==> src/rtl/arith_pkg.sv <==
// Shared arithmetic-unit package: control FSM state encoding and a
// constant clog2 helper used to size iteration counters.
package arith_pkg;

    typedef enum logic [1:0] {
        IDLE = 2'd0,
        CALC = 2'd1,
        DONE = 2'd2
    } div_state_t;

    // Number of bits needed to represent values 0 .. value-1.
    function automatic int clog2(input int value);
        int result;
        int v;
        result = 0;
        v = value - 1;
        while (v > 0) begin
            result = result + 1;
            v = v >> 1;
        end
        return result;
    endfunction

endpackage

==> src/rtl/shift_register_left.sv <==
// Left-shifting register with parallel load, shift enable, serial input at
// the LSB and serial output from the MSB. The MSB leaves only through
// o_serial_out; o_lower exposes the remaining bits.
module shift_register_left #(
    parameter int WIDTH = 8
) (
    input  logic             clk,
    input  logic             rst_n,
    input  logic             i_load,
    input  logic [WIDTH-1:0] i_data,
    input  logic             i_shift,
    input  logic             i_serial_in,
    output logic [WIDTH-2:0] o_lower,
    output logic             o_serial_out
);

    logic [WIDTH-1:0] r_data;

    // Load has priority over shift; shifting moves toward the MSB.
    always_ff @(posedge clk or negedge rst_n) begin
        if (!rst_n) begin
            r_data <= '0;
        end else if (i_load) begin
            r_data <= i_data;
        end else if (i_shift) begin
            r_data <= {r_data[WIDTH-2:0], i_serial_in};
        end
    end

    assign o_lower      = r_data[WIDTH-2:0];
    assign o_serial_out = r_data[WIDTH-1];

endmodule

==> src/rtl/restoring_divider.sv <==
// Sequential unsigned restoring divider. The partial remainder A and the
// dividend/quotient register Q shift left together one bit per cycle; each
// cycle a trial subtraction of the divisor decides the next quotient bit.
module restoring_divider
    import arith_pkg::*;
#(
    parameter int WORD_LENGTH = 8
) (
    input  logic                   clk,
    input  logic                   reset,
    input  logic                   start,
    input  logic [WORD_LENGTH-1:0] dividend,
    input  logic [WORD_LENGTH-1:0] divisor,
    output logic                   ready,
    output logic                   done,
    output logic [WORD_LENGTH-1:0] quotient,
    output logic [WORD_LENGTH-1:0] remainder,
    output logic                   div_by_zero
);

    localparam int WL = WORD_LENGTH;
    localparam int CW = clog2(WL + 1);

    div_state_t r_state;
    div_state_t w_next_state;

    logic [WL:0]    r_a;
    logic [WL-1:0]  r_m;
    logic [CW-1:0]  r_cnt;
    logic [WL-1:0]  r_quotient;
    logic [WL-1:0]  r_remainder;
    logic           r_div_by_zero;

    logic [WL-2:0]  w_q_lower;
    logic           w_q_msb;
    logic [WL+1:0]  w_trial;
    logic           w_trial_ok;
    logic           w_accept;
    logic           w_calc;
    logic           w_last;
    logic           w_divisor_zero;

    assign w_divisor_zero = (divisor == '0);
    assign w_accept       = (r_state == IDLE) && start;
    assign w_calc         = (r_state == CALC);
    assign w_last         = w_calc && (r_cnt == CW'(1));

    // The full {A, Q-MSB} is kept in the trial so no shifted-out bit is lost;
    // a clear top bit means the shifted remainder covers the divisor.
    assign w_trial    = {r_a, w_q_msb} - {2'b00, r_m};
    assign w_trial_ok = ~w_trial[WL+1];

    shift_register_left #(
        .WIDTH(WL)
    ) u_q_reg (
        .clk         (clk),
        .rst_n       (reset),
        .i_load      (w_accept),
        .i_data      (dividend),
        .i_shift     (w_calc),
        .i_serial_in (w_trial_ok),
        .o_lower     (w_q_lower),
        .o_serial_out(w_q_msb)
    );

    // State register.
    always_ff @(posedge clk or negedge reset) begin
        if (!reset) begin
            r_state <= IDLE;
        end else begin
            r_state <= w_next_state;
        end
    end

    // Next-state and handshake outputs; start is only honoured in IDLE.
    always_comb begin
        w_next_state = r_state;
        ready        = 1'b0;
        done         = 1'b0;
        case (r_state)
            IDLE: begin
                ready = 1'b1;
                if (start) begin
                    w_next_state = w_divisor_zero ? DONE : CALC;
                end
            end
            CALC: begin
                if (r_cnt == CW'(1)) begin
                    w_next_state = DONE;
                end
            end
            DONE: begin
                done         = 1'b1;
                w_next_state = IDLE;
            end
            default: begin
                w_next_state = IDLE;
            end
        endcase
    end

    // Partial remainder, divisor and iteration counter.
    always_ff @(posedge clk or negedge reset) begin
        if (!reset) begin
            r_a   <= '0;
            r_m   <= '0;
            r_cnt <= '0;
        end else if (w_accept) begin
            r_a   <= '0;
            r_m   <= divisor;
            r_cnt <= CW'(WL);
        end else if (w_calc) begin
            r_a   <= w_trial_ok ? w_trial[WL:0] : {r_a[WL-1:0], w_q_msb};
            r_cnt <= r_cnt - 1'b1;
        end
    end

    // Result registers load on the edge entering DONE so they are valid with done.
    always_ff @(posedge clk or negedge reset) begin
        if (!reset) begin
            r_quotient    <= '0;
            r_remainder   <= '0;
            r_div_by_zero <= 1'b0;
        end else if (w_accept && w_divisor_zero) begin
            r_quotient    <= '1;
            r_remainder   <= dividend;
            r_div_by_zero <= 1'b1;
        end else if (w_last) begin
            r_quotient    <= {w_q_lower, w_trial_ok};
            r_remainder   <= w_trial_ok ? w_trial[WL-1:0] : {r_a[WL-2:0], w_q_msb};
            r_div_by_zero <= 1'b0;
        end
    end

    assign quotient    = r_quotient;
    assign remainder   = r_remainder;
    assign div_by_zero = r_div_by_zero;

endmodule
==> config.mk <==
export PLATFORM = sky130hd
export DESIGN_NAME = restoring_divider
export DESIGN_NICKNAME = d
export VERILOG_FILES = /design/src/rtl/arith_pkg.sv /design/src/rtl/shift_register_left.sv /design/src/rtl/restoring_divider.sv
export SDC_FILE = /design/constraint.sdc
export NUM_CORES = 1
export LEC_CHECK = 0
export ABC_AREA = 1
export BUFFER_PORTS_ARGS = -buffer_cell sky130_fd_sc_hd__buf_2
export CAP_MARGIN = 10
export CORE_AREA = 10 10 92 78
export CTS_BUF_LIST = sky130_fd_sc_hd__clkbuf_2 sky130_fd_sc_hd__clkbuf_4 sky130_fd_sc_hd__clkbuf_8
export DETAILED_ROUTE_END_ITERATION = 16
export DIE_AREA = 0 0 102 88
export GPL_TIMING_DRIVEN = 0
export PLACE_DENSITY_LB_ADDON = 0.3
export SLEW_MARGIN = 15
export SYNTH_ARGS = -nofsm -noshare
export SYNTH_HDL_FRONTEND = slang
export SYNTH_SLANG_ARGS = --single-unit
==> constraint.sdc <==
create_clock -name clk -period 4.2 [get_ports clk]
set_input_delay 0.84 -clock clk [delete_from_list [all_inputs] [get_ports clk]]
set_output_delay 0.84 -clock clk [all_outputs]
set_load 0.1 [all_outputs]
Word-level counts from Yosys, hierarchy flattened --
Cells that the tools add are included.
Operators by class: bitwise gates (word level) 1, add/sub/neg operators 2, multiplexer cells 20, reduce and logical (&&, ||, !) cells 8, eq/ne operators 5
Operators with widths (number):
- two-way mux 8 bit | 7
- two-way mux 9 bit | 3
- subtractor 10 x 8 -> 10 bit | 1
- logical NOT 8 bit | 1
- two-way mux 4 bit | 2
- two-way mux 2 bit | 3
- == test 4 x 1 -> 1 bit (second input constant) | 1
- two-way mux 1 bit | 4
- one-hot mux 2 bit (2 select lines) | 1
- nonzero test 2 bit | 2
- subtractor 4 x 1 -> 4 bit (second input constant) | 1
- logical AND 1 bit | 3
- == test 2 x 1 -> 1 bit (second input constant) | 1
- == test 2 bit (second input constant) | 1
- logical NOT 2 bit | 1
- inequality test 2 x 1 -> 1 bit (second input constant) | 1
- inequality test 2 bit (second input constant) | 1
- AND reduction 2 bit | 1
- inverter 1 bit | 1
Word-level totals: input port bits 19, word-level logic and storage cells 44, register bits 48, output and inout port bits 19

Longest topological paths before layout --
Gate-level depths: netlist of the first run.
word-level depth 4, gate-level depth with buffers 13

Modules after synthesis --
A second synthesis of the first run with hierarchy kept.
Unflattened totals: cell total of the unflattened synthesis 340, area, all modules 2695.1 um^2
By module, submodules not included:
- restoring_divider | cells each 296, instances 1, area an instance 2321.0 um^2, seq. area each 1001.0 um^2
- shift_register_left | cells each 44, instances 1, area an instance 374.1 um^2, seq. area each 200.2 um^2

Least setup slack after synthesis of the first run --
OpenSTA, ideal clock, no wires.
path kind flip-flop to output port, from register r_state[0], to output port done, buffers on the path 0, cell stages (with the launch flop) 2, arrival time 1.654 ns, path slack 1.706 ns, path through dfrtp_1 nor2_1
Between the ends: longest elaborated chain between the ends 2
RTL lines:
- start: declaration | line restoring_divider.sv:24 | div_state_t r_state;
- start signal: assignment | line restoring_divider.sv:71 | r_state <= w_next_state;
- == test 2 bit | line restoring_divider.sv:80 | case (r_state)
- two-way mux 1 bit | line restoring_divider.sv:80
- end: declaration | line restoring_divider.sv:15 | output logic done,
Every way passes these cells.

Final worst setup path of the first run --
from register r_state[1], to output port ready
Between the ends: longest elaborated chain between the ends 2
RTL lines:
- logical NOT 2 bit | line restoring_divider.sv:80
- two-way mux 1 bit | line restoring_divider.sv:80
- end: declaration | line restoring_divider.sv:14 | output logic ready,
Every way passes these cells.

==> results.ini, run 1 <==
[outcome]
status=complete, no violations

[cts]
post_cts.repair.setup_buffers=0
cts_tree=yes
postCtsHoldBufs=0
htree_levels=2
cts_resized=0
cts_root_buffer=clkbuf_8
clk_latency_ns=0.32
clock_tree.buffer_depth=2
path_clk_slew_ns=0.09
clkSinkCount=48
cts-buffers-inserted=5

[global_route]
grt_pass1_wl_mm=11.16
groute.usage.overall=0.1543
antenna_found_initial=0
grt_pass1_vias=2322
grt_max_degree=49
gr-total-overflow=0

[logic_synthesis]
synth_area_leaders=dfrtp_1 (43%), nand2_1 (12%), nand3_1 (6.6%), inv_1 (6.5%), ha_1 (4.5%)
ys_warn_count=0
ys_types=34
synth-main-ff-cell=dfrtp_1
synth_edf_count=0
synth_seq_cells=48
yosysMostFrequentCell=nand2_1
synthCells=342
synth_area_um2=2811
synth_top_area_share=0.4272
yosys-top-cells-count=nand2_1 (91), inv_1 (49), dfrtp_1 (48), nand3_1 (37), nor2_1 (18)
synthArstFlopShare=1.000
synth_nets=372
yosysTopAreaCell=dfrtp_1
ys_seq_area_frac=0.4272
avgSynthCellArea_um2=8.221

[detailed_routing]
detail_route.wirelength_mm=6.619
drtAntennaViolNets=0
drt_iter0_drc=169
wl_met1_mm=3.092
drc=0
wl_met2_mm=3.031
wl_per_cell_um=14.64
wl_met3_um=433
detailroute.via_count=2385
viasPerCell=5.277
dr.pass1.iters=4
top_layer=met4

[layout]
final_area_um2=3202
area_growth_pct=13.89
num_antenna_cells=0
drive_gt1_frac=0.2093
nNetsFinal=416
fin_util=0.5990

[critical_path]
start_kind=flip-flop
cpMaxStageDelayCell=buf_2
worstPathArrival_ns=1.27
crit_required_ns=3.36
reg2reg_slack_ns=2.19
crit_path_max_fanout=2
path_cells=nor2_2 > buf_2
crit_path_end_kind=output pin
rr_worst_depth=12
path_class=reg2out
max_stage_delay_ns=0.44

[worst_hold_path]
hold_depth=2
hp-class=reg2reg

[placed_design]
gp_congestion=0.9012
hpwlAfterDp_mm=5.045
port_buffers=37
dpl_cell_area_um2=3078

[sta]
slew_headroom=0.5834
tightest_slew_ns=0.6249
period_share=0.5020
slew_viol_final=0
fin_setup_tns_ns=0
fin_worst_skew_ns=0.01178
fmax_ghz=0.4743
finalHoldViolCount=0
layout_min_cycle_time_ns=2.109
rsz0062_at_grt=no
setup_viol=0

[floorplan]
start_util=0.5260
num_rows=24
die_height_um=88
dieArea_um2=8976
ioPinCount=38
fp.dieW_um=102
core_region_area_um2=5345

[job]
cap_violations=0

[cell usage in the layout (no fill, tap or decap), drive strengths merged]
master / count
nand2: 98
inv: 53
dfrtp: 48
nand3: 47
buf: 45
nor2: 22
o21ai: 13
a21oi: 12
ha: 10
o221ai: 7
clkbuf: 7
o31ai: 5
clkinv: 5
xnor2: 3
nand4: 3
nand3b: 3
o211ai: 1
or4: 1
o22ai: 1
a31oi: 1
fa: 1
bufinv: 1
[flip-flops by register name, summed over array words and instances (netlist names)]
| register | cells |
|---|---|
| r_cnt | 4 |
| r_state | 2 |
| quotient | 8 |
| remainder | 8 |
| r_a | 9 |
| r_m | 8 |
| div_by_zero | 1 |
| u_q_reg.r_data | 8 |
[area by class of cell]
type / count / area [um2]
Timing Repair Buffer: 37 / 187.7
Clock inverter: 2 / 38.79
Sequential cell: 48 / 1201
Inverter: 57 / 214.0
Multi-Input combinational cell: 228 / 1318
Tap cell: 65 / 81.33
Fill cell: 475 / 2143
Buffer: 9 / 78.83
Clock buffer: 6 / 82.58
[kinds of logic (layout without fill, tap and decap cells)]
kind of cell               count (synthesis)  count (layout)  synth area share
and+or+nand+nor                          174             174            0.3195
buffers and inverters                     66             111            0.1041
DFF                                       48              48            0.4272
AOI/OAI and AO/OA                         40              40           0.08812
adders and majority gates                 11              11           0.05162
xor gates and xnor gates                   3               3          0.009348
[metal layers]
layer / global-route usage / vias to the layer above
li1: - / 1193
met4: 0.03708 / 0
met1: 0.2110 / 1124
met5: 0 / -
met3: 0.03543 / 9
met2: 0.2417 / 59
[worst max-delay path, delay by kind of cell (launching register included)]
kind | cells | cell delay, ns
buffers and inverters | 1 | 0.44
AND/OR/NAND/NOR | 1 | 0.13
flip-flops | 1 | 0.39
[worst paths after layout]
path	startpoint	end
max	r_state[1]$_DFFE_PN0P_	ready
min	r_m[1]$_DFFE_PN0P_	r_m[1]$_DFFE_PN0P_
max reg2reg	u_q_reg.r_data[7]$_DFFE_PN0P_	remainder[6]$_DFFE_PN0P_
min reg2reg	r_m[1]$_DFFE_PN0P_	r_m[1]$_DFFE_PN0P_
max in group asynchronous	reset	r_m[4]$_DFFE_PN0P_
min in group asynchronous	reset	r_a[8]$_DFFE_PN0P_
[metrics by stage]
stage               worst slack (ns)  hold WS [ns]  cells
global route                   2.021        0.5149    452
CTS                            2.083        0.4904    452
global placement               1.877        0.4628    444
finish                         2.091        0.4909    452
floorplan                      1.706        0.4530    342
detailed placement             1.852        0.4683    444
Power of run 1 is left out: the tool's default activity adds up to more than one toggle a clock period on the data nets, which glitch-free logic cannot reach.
==> inputs of run 2 (changes only) <==
Clock period 4.2 ns to 1.7 ns, I/O delays scaled along.
==> run 2 against run 1 <==
  * The run now ends with negative setup slack left
  * First-iteration DRC count unchanged
  * Final cell count is 6.6% higher
  * Utilization up 11 points
  * Register-to-register slack lost 2.4 ns
  * Hold slack lost 0.24 ns
  * Sequential share of layout area decreased by 5.7 points
==> results.ini, run 2 (synthesis results as in run 1) <==
[cts]
cts_tree=yes  ; unchanged
path_clk_slew_ns=0.09  ; about the same
cts-buffers-inserted=5  ; unchanged
clk_latency_ns=0.31  ; was 0.32 ns
htree_levels=2  ; unchanged
cts_root_buffer=clkbuf_8  ; unchanged
clkSinkCount=48  ; unchanged
clock_tree.buffer_depth=2  ; unchanged

[global_route]
grt_max_degree=49  ; unchanged
antenna_found_initial=0  ; unchanged
groute.usage.overall=0.1759  ; was 0.1543
grt_pass1_wl_mm=12.60  ; was 11.16 mm
grt_pass1_vias=2628  ; was 2322
gr-total-overflow=0  ; unchanged

[sta]
finalHoldViolCount=0  ; unchanged
fin_setup_tns_ns=-2.195  ; was 0 ns
layout_min_cycle_time_ns=1.875
timing.final.ws_setup_ns=-0.1747  ; was 2.091 ns
slew_viol_final=0  ; unchanged
slew_headroom=0.6708  ; was 0.5834
tightest_slew_ns=0.4972  ; was 0.6249 ns
fin_worst_skew_ns=0.006293  ; was 0.01178 ns
fmax_ghz=0.5334
setup_viol=18  ; was 0
rsz0062_at_grt=yes  ; was no
period_share=1.103

[critical_path]
cp_num_cells=10  ; was 2
crit_path_max_fanout=9  ; was 2
rr_worst_depth=10  ; was 12
worst-path-buf-inv=0  ; was 1
startpoint=r_a[6]$_DFFE_PN0P_  ; was r_state[1]$_DFFE_PN0P_
path_delay_family=simple AND/OR/NAND/NOR gates  ; was buffers and inverters
r2r_start=r_a[6]$_DFFE_PN0P_  ; was u_q_reg.r_data[7]$_DFFE_PN0P_
max_stage_delay_ns=0.42  ; was 0.44 ns
path_cells=ha_4 > nand2_2 > nor2_4 > nand3_4 > nand3_4 > nand2_8 > nand2_8 > nand2_1 > nand3_1 > nand2_1  ; was nor2_2 > buf_2
crit_path_end_kind=flip-flop  ; was output pin
reg2reg_slack_ns=-0.17  ; was 2.19 ns
rr_endpoint=r_a[5]$_DFFE_PN0P_  ; was remainder[6]$_DFFE_PN0P_
crit_required_ns=1.90  ; was 3.36 ns
start_kind=flip-flop  ; unchanged
cpMaxStageDelayCell=dfrtp_1  ; was buf_2
path_class=reg2reg  ; was reg2out
endpoint=r_a[5]$_DFFE_PN0P_  ; was ready
worstPathArrival_ns=2.08  ; was 1.27 ns

[floorplan]
die_height_um=88  ; unchanged
core_region_area_um2=5345  ; unchanged
ioPinCount=38  ; unchanged
fp.dieW_um=102  ; unchanged
dieArea_um2=8976  ; unchanged
num_rows=24  ; unchanged
start_util=0.5260  ; unchanged

[detailed_routing]
detail_route.wirelength_mm=8.205  ; was 6.619 mm
detailroute.via_count=2667  ; was 2385
drc=0  ; unchanged
wl_per_cell_um=17.02  ; was 14.64 um
drtAntennaViolNets=0  ; unchanged
drt_iter0_drc=169  ; unchanged
dr.pass1.iters=5  ; was 4
viasPerCell=5.533  ; was 5.277

[layout]
area_growth_pct=34.58  ; was 13.89%
fillers=408  ; was 475
nNetsFinal=446  ; was 416
final_common_cell=nand2_1  ; unchanged
regMostFlops=r_a  ; unchanged
drive_gt1_frac=0.3717  ; was 0.2093
largest_reg_flops=9  ; unchanged
final_cell_mix=nand2_1 (79), dfrtp_1 (47), inv_1 (42), buf_2 (40), buf_4 (26)  ; was nand2_1 (91), inv_1 (49), dfrtp_1 (48), buf_2 (40), nand3_1 (37)
num_antenna_cells=0  ; unchanged

[outcome]
violations=negative setup slack
status=complete, but fails checks  ; was complete, no violations

[placed_design]
hpwlAfterDp_mm=5.112  ; was 5.045 mm
pre_cts_ws_ns=-0.2722  ; was 1.852 ns
port_buffers=37  ; unchanged
gp_congestion=0.8785  ; was 0.9012

[worst_hold_path]
hp-class=in2reg  ; was reg2reg

[job]
cap_violations=0  ; unchanged

## run 2: cell types whose count changed in the layout (fill, tap and decap cells not counted), sizes merged
cell         before  now
clkbuf            7    9
dlygate4sd3       0    1
buf              45   72
## run 2: routing by layer
metal,up-vias,track usage,wire [um]
met5,-,0,0
met2,103,0.3069,4049
li1,1248,-,-
met3,15,0.03307,560
met4,0,0.03708,93
met1,1301,0.2213,3502
## run 2: timing repair
action,in CTS,in global routing
endpoints found under the setup margin,19,27
hold buffers,0,1
gates resized for setup,33,25
gates cloned,1,1
endpoints found under the hold margin,0,13
pin swaps,8,27
setup buffers,21,5
## run 2: area by class of cell
cell class | count | area, um2 | share of cell area
plain buffers | 9 | 82.58 | 0.02183
clock buffers | 6 | 82.58 | 0.02183
clock inverters | 2 | 38.79 | 0.01025
inverters | 57 | 216.5 | 0.05721
multi-input cells | 228 | 1610 | 0.4256
flip-flops and latches | 48 | 1202 | 0.3178
well taps | 65 | 81.33 | 0.02149
repair buffers | 67 | 469.2 | 0.1240
## run 2: worst min-delay path by stage
stage / start / end / slack [ns] / cells after the start
2_1_floorplan: reset / div_by_zero$_DFFE_PN0P_ / 0.04 / 0
3_3_place_gp: div_by_zero$_DFFE_PN0P_ / div_by_zero$_DFFE_PN0P_ / 0.46 / 2
3_5_place_dp: r_m[2]$_DFFE_PN0P_ / r_m[2]$_DFFE_PN0P_ / 0.48 / 2
4_1_cts: reset / r_m[5]$_DFFE_PN0P_ / 0.26 / 1
5_1_grt: dividend[2] / u_q_reg.r_data[2]$_DFFE_PN0P_ / 0.26 / 3
6_report: divisor[6] / r_m[6]$_DFFE_PN0P_ / 0.26 / 3
## run 2: per-stage QoR
stage / hold WS, ns / std cells / utilization / cell area, um2
after global placement: 0.4571 / 444 / 0.5822 / 3112
after CTS: 0.2561 / 474 / 0.6678 / 3570
after detailed placement: 0.4765 / 444 / 0.5822 / 3112
after global routing: 0.2641 / 482 / 0.7079 / 3784
final: 0.2556 / 482 / 0.7079 / 3784
after floorplan: 0.04441 / 342 / - / 2845
## run 2: tightest hold or removal path, stage by stage
cell,delay [ns]
buf_2,0.09
nand2_1,0.04
o21ai_0,0.06
Power of run 2 is left out for the same reason.
==> inputs of run 3 (changes only) <==
Settings changed: SETUP_SLACK_MARGIN set to 0.05.
==> run 3 against run 2 <==
  * The run still ends with negative setup slack left
  * Routed wire length fell by 1.9%
  * Sequential share of layout area fell by 0.26 points
  * Design area rose by 0.73%
  * Clock-buffer cell count did not move
  * Worst setup slack improved by 0.058 ns
  * Die area did not move
  * Highest routed layer unchanged
==> results.ini, run 3 (synthesis results as in run 1) <==
[cts]
path_clk_slew_ns=0.09  ; about the same
cts_tree=yes  ; unchanged
clock_tree.buffer_depth=2  ; unchanged
clk_latency_ns=0.31  ; about the same
htree_levels=2  ; unchanged
cts-buffers-inserted=5  ; unchanged
cts_root_buffer=clkbuf_8  ; unchanged
clkSinkCount=48  ; unchanged

[detailed_routing]
dr.pass1.iters=4  ; was 5
drc=0  ; unchanged
viasPerCell=5.409  ; was 5.533
detail_route.wirelength_mm=8.046  ; was 8.205 mm
drt_iter0_drc=183  ; was 169
drtAntennaViolNets=0  ; unchanged
detailroute.via_count=2607  ; was 2667
wl_per_cell_um=16.69  ; was 17.02 um

[layout]
multi_input_area_um2=1657  ; was 1610 um2
stdcell_count=482  ; unchanged
num_antenna_cells=0  ; unchanged
seq_area_um2=1201  ; was 1202 um2
nNetsFinal=446  ; unchanged
drive_gt1_frac=0.3933  ; was 0.3717
final_common_cell=nand2_1  ; unchanged
fillers=406  ; was 408
largest_reg_flops=9  ; unchanged
area_growth_pct=35.56  ; was 34.58%
final_cell_mix=nand2_1 (75), dfrtp_1 (48), inv_1 (41), buf_2 (37), buf_4 (29)  ; was nand2_1 (79), dfrtp_1 (47), inv_1 (42), buf_2 (40), buf_4 (26)
regMostFlops=r_a  ; unchanged

[critical_path]
endpoint=r_a[0]$_DFFE_PN0P_  ; was r_a[5]$_DFFE_PN0P_
path_cells=inv_2 > ha_4 > nand2_2 > nand2_4 > a21oi_4 > nand4_4 > clkbuf_16 > nand3_4 > nand3_2 > nand2_2  ; was ha_4 > nand2_2 > nor2_4 > nand3_4 > nand3_4 > nand2_8 > nand2_8 > nand2_1 > nand3_1 > nand2_1
rr_worst_depth=10  ; unchanged
r2r_start=r_m[6]$_DFFE_PN0P_  ; was r_a[6]$_DFFE_PN0P_
worst-path-buf-inv=2  ; was 0
crit_top_cell=nand2_2
crit_required_ns=1.95  ; was 1.90 ns
path_class=reg2reg  ; unchanged
start_kind=flip-flop  ; unchanged
crit_path_end_kind=flip-flop  ; unchanged
crit_path_max_fanout=5  ; was 9
startpoint=r_m[6]$_DFFE_PN0P_  ; was r_a[6]$_DFFE_PN0P_
path_delay_family=simple AND/OR/NAND/NOR gates  ; unchanged
worstPathArrival_ns=2.07  ; was 2.08 ns
rr_endpoint=r_a[0]$_DFFE_PN0P_  ; was r_a[5]$_DFFE_PN0P_
cp_num_cells=10  ; unchanged
reg2reg_slack_ns=-0.12  ; was -0.17 ns
cpMaxStageDelayCell=dfrtp_1  ; unchanged
max_stage_delay_ns=0.38  ; was 0.42 ns

[outcome]
violations=negative setup slack  ; unchanged
status=complete, but fails checks  ; unchanged

[sta]
setup_viol=19  ; was 18
period_share=1.069  ; was 1.103
timing.final.ws_setup_ns=-0.1168  ; was -0.1747 ns
slew_viol_final=0  ; unchanged
slew_headroom=0.6314  ; was 0.6708
tightest_slew_ns=0.5530  ; was 0.4972 ns
layout_min_cycle_time_ns=1.817  ; was 1.875 ns
finalHoldViolCount=0  ; unchanged
fmax_ghz=0.5504  ; was 0.5334 GHz
rsz0062_at_grt=yes  ; unchanged
hold_ws_ns=0.2444  ; was 0.2556 ns
fin_setup_tns_ns=-1.578  ; was -2.195 ns
fin_worst_skew_ns=0.005748  ; was 0.006293 ns

[placed_design]
gp_congestion=0.8411  ; was 0.8785
dpl.cell_count=444  ; unchanged
port_buffers=37  ; unchanged
hpwlAfterDp_mm=5.025  ; was 5.112 mm

[floorplan]
start_util=0.5260  ; unchanged
fp.dieW_um=102  ; unchanged
die_height_um=88  ; unchanged
num_rows=24  ; unchanged
core_region_area_um2=5345  ; unchanged
dieArea_um2=8976  ; unchanged
ioPinCount=38  ; unchanged

[global_route]
antenna_found_initial=0  ; unchanged
groute.usage.overall=0.1787  ; was 0.1759
grt_pass1_vias=2605  ; was 2628
grt_max_degree=49  ; unchanged
grt_pass1_wl_mm=12.77  ; was 12.60 mm
busiest_layer=met2  ; unchanged
grtUsageMet3=0.03386  ; was 0.03307
gr-usage-met2=0.2831  ; was 0.3069
gr-total-overflow=0  ; unchanged
met1_usage=0.2398  ; was 0.2213

[worst_hold_path]
worstHoldStart=divisor[7]  ; was divisor[6]
hp-class=in2reg  ; unchanged

[job]
cap_violations=0  ; unchanged

==> run 3: cell types whose count changed in the layout (fill, tap and decap cells not counted), moves of 3 or more <==
cell / change
buf_2: -3
buf_4: +3
nand3_2: +4
nand2_1: -4
nand3_1: -4
nand2_2: +4
==> run 3: repair_timing <==
item                                   CTS  global route
pin swaps                               22            15
hold buffers                             0             1
setup endpoints to repair               20            27
endpoints found under the hold margin    0            12
gates cloned                             2             0
buffers inserted                        17             9
resized for setup                       42            26
==> run 3: layout make-up <==
type / instances / area share
clock buffer: 6 / 0.02167
inverter: 57 / 0.05745
multi-input combinational: 228 / 0.4347
clock inverter: 2 / 0.003940
timing repair buffer: 67 / 0.1228
buffer: 9 / 0.02298
tap: 65 / 0.02134
sequential: 48 / 0.3152
==> run 3: worst min path at each step <==
stage | endpoint | slack [ns] | cells past startpoint
floorplan | div_by_zero$_DFFE_PN0P_ | 0.04 | 0
global placement | div_by_zero$_DFFE_PN0P_ | 0.46 | 2
detailed placement | div_by_zero$_DFFE_PN0P_ | 0.48 | 2
CTS | r_m[7]$_DFFE_PN0P_ | 0.24 | 3
global route | u_q_reg.r_data[2]$_DFFE_PN0P_ | 0.27 | 3
finish | r_m[7]$_DFFE_PN0P_ | 0.24 | 3
==> run 3: layer usage <==
| metal | share of wire | vias to the layer above |
|---|---|---|
| met3 | 0.062 | 9 |
| li1 | - | 1260 |
| met4 | 0.013 | 0 |
| met2 | 0.47 | 92 |
| met5 | 0 | - |
| met1 | 0.45 | 1246 |
==> run 3: metrics by stage <==
stage	utilization	setup slack [ns]	cell area, um2
detailed placement	0.5901	-0.1938	3154
floorplan	-	-0.05229	2888
finish	0.7130	-0.1168	3811
global placement	0.5901	-0.1536	3154
global route	0.7130	-0.1864	3811
CTS	0.6760	-0.07548	3613
==> run 3: tightest hold or removal path, delay by kind of cell <==
kind,cells,cell delay (ns)
compound gates,1,0.05
buf+inv,1,0.09
simple gates,1,0.04
Power of run 3 is left out for the same reason.
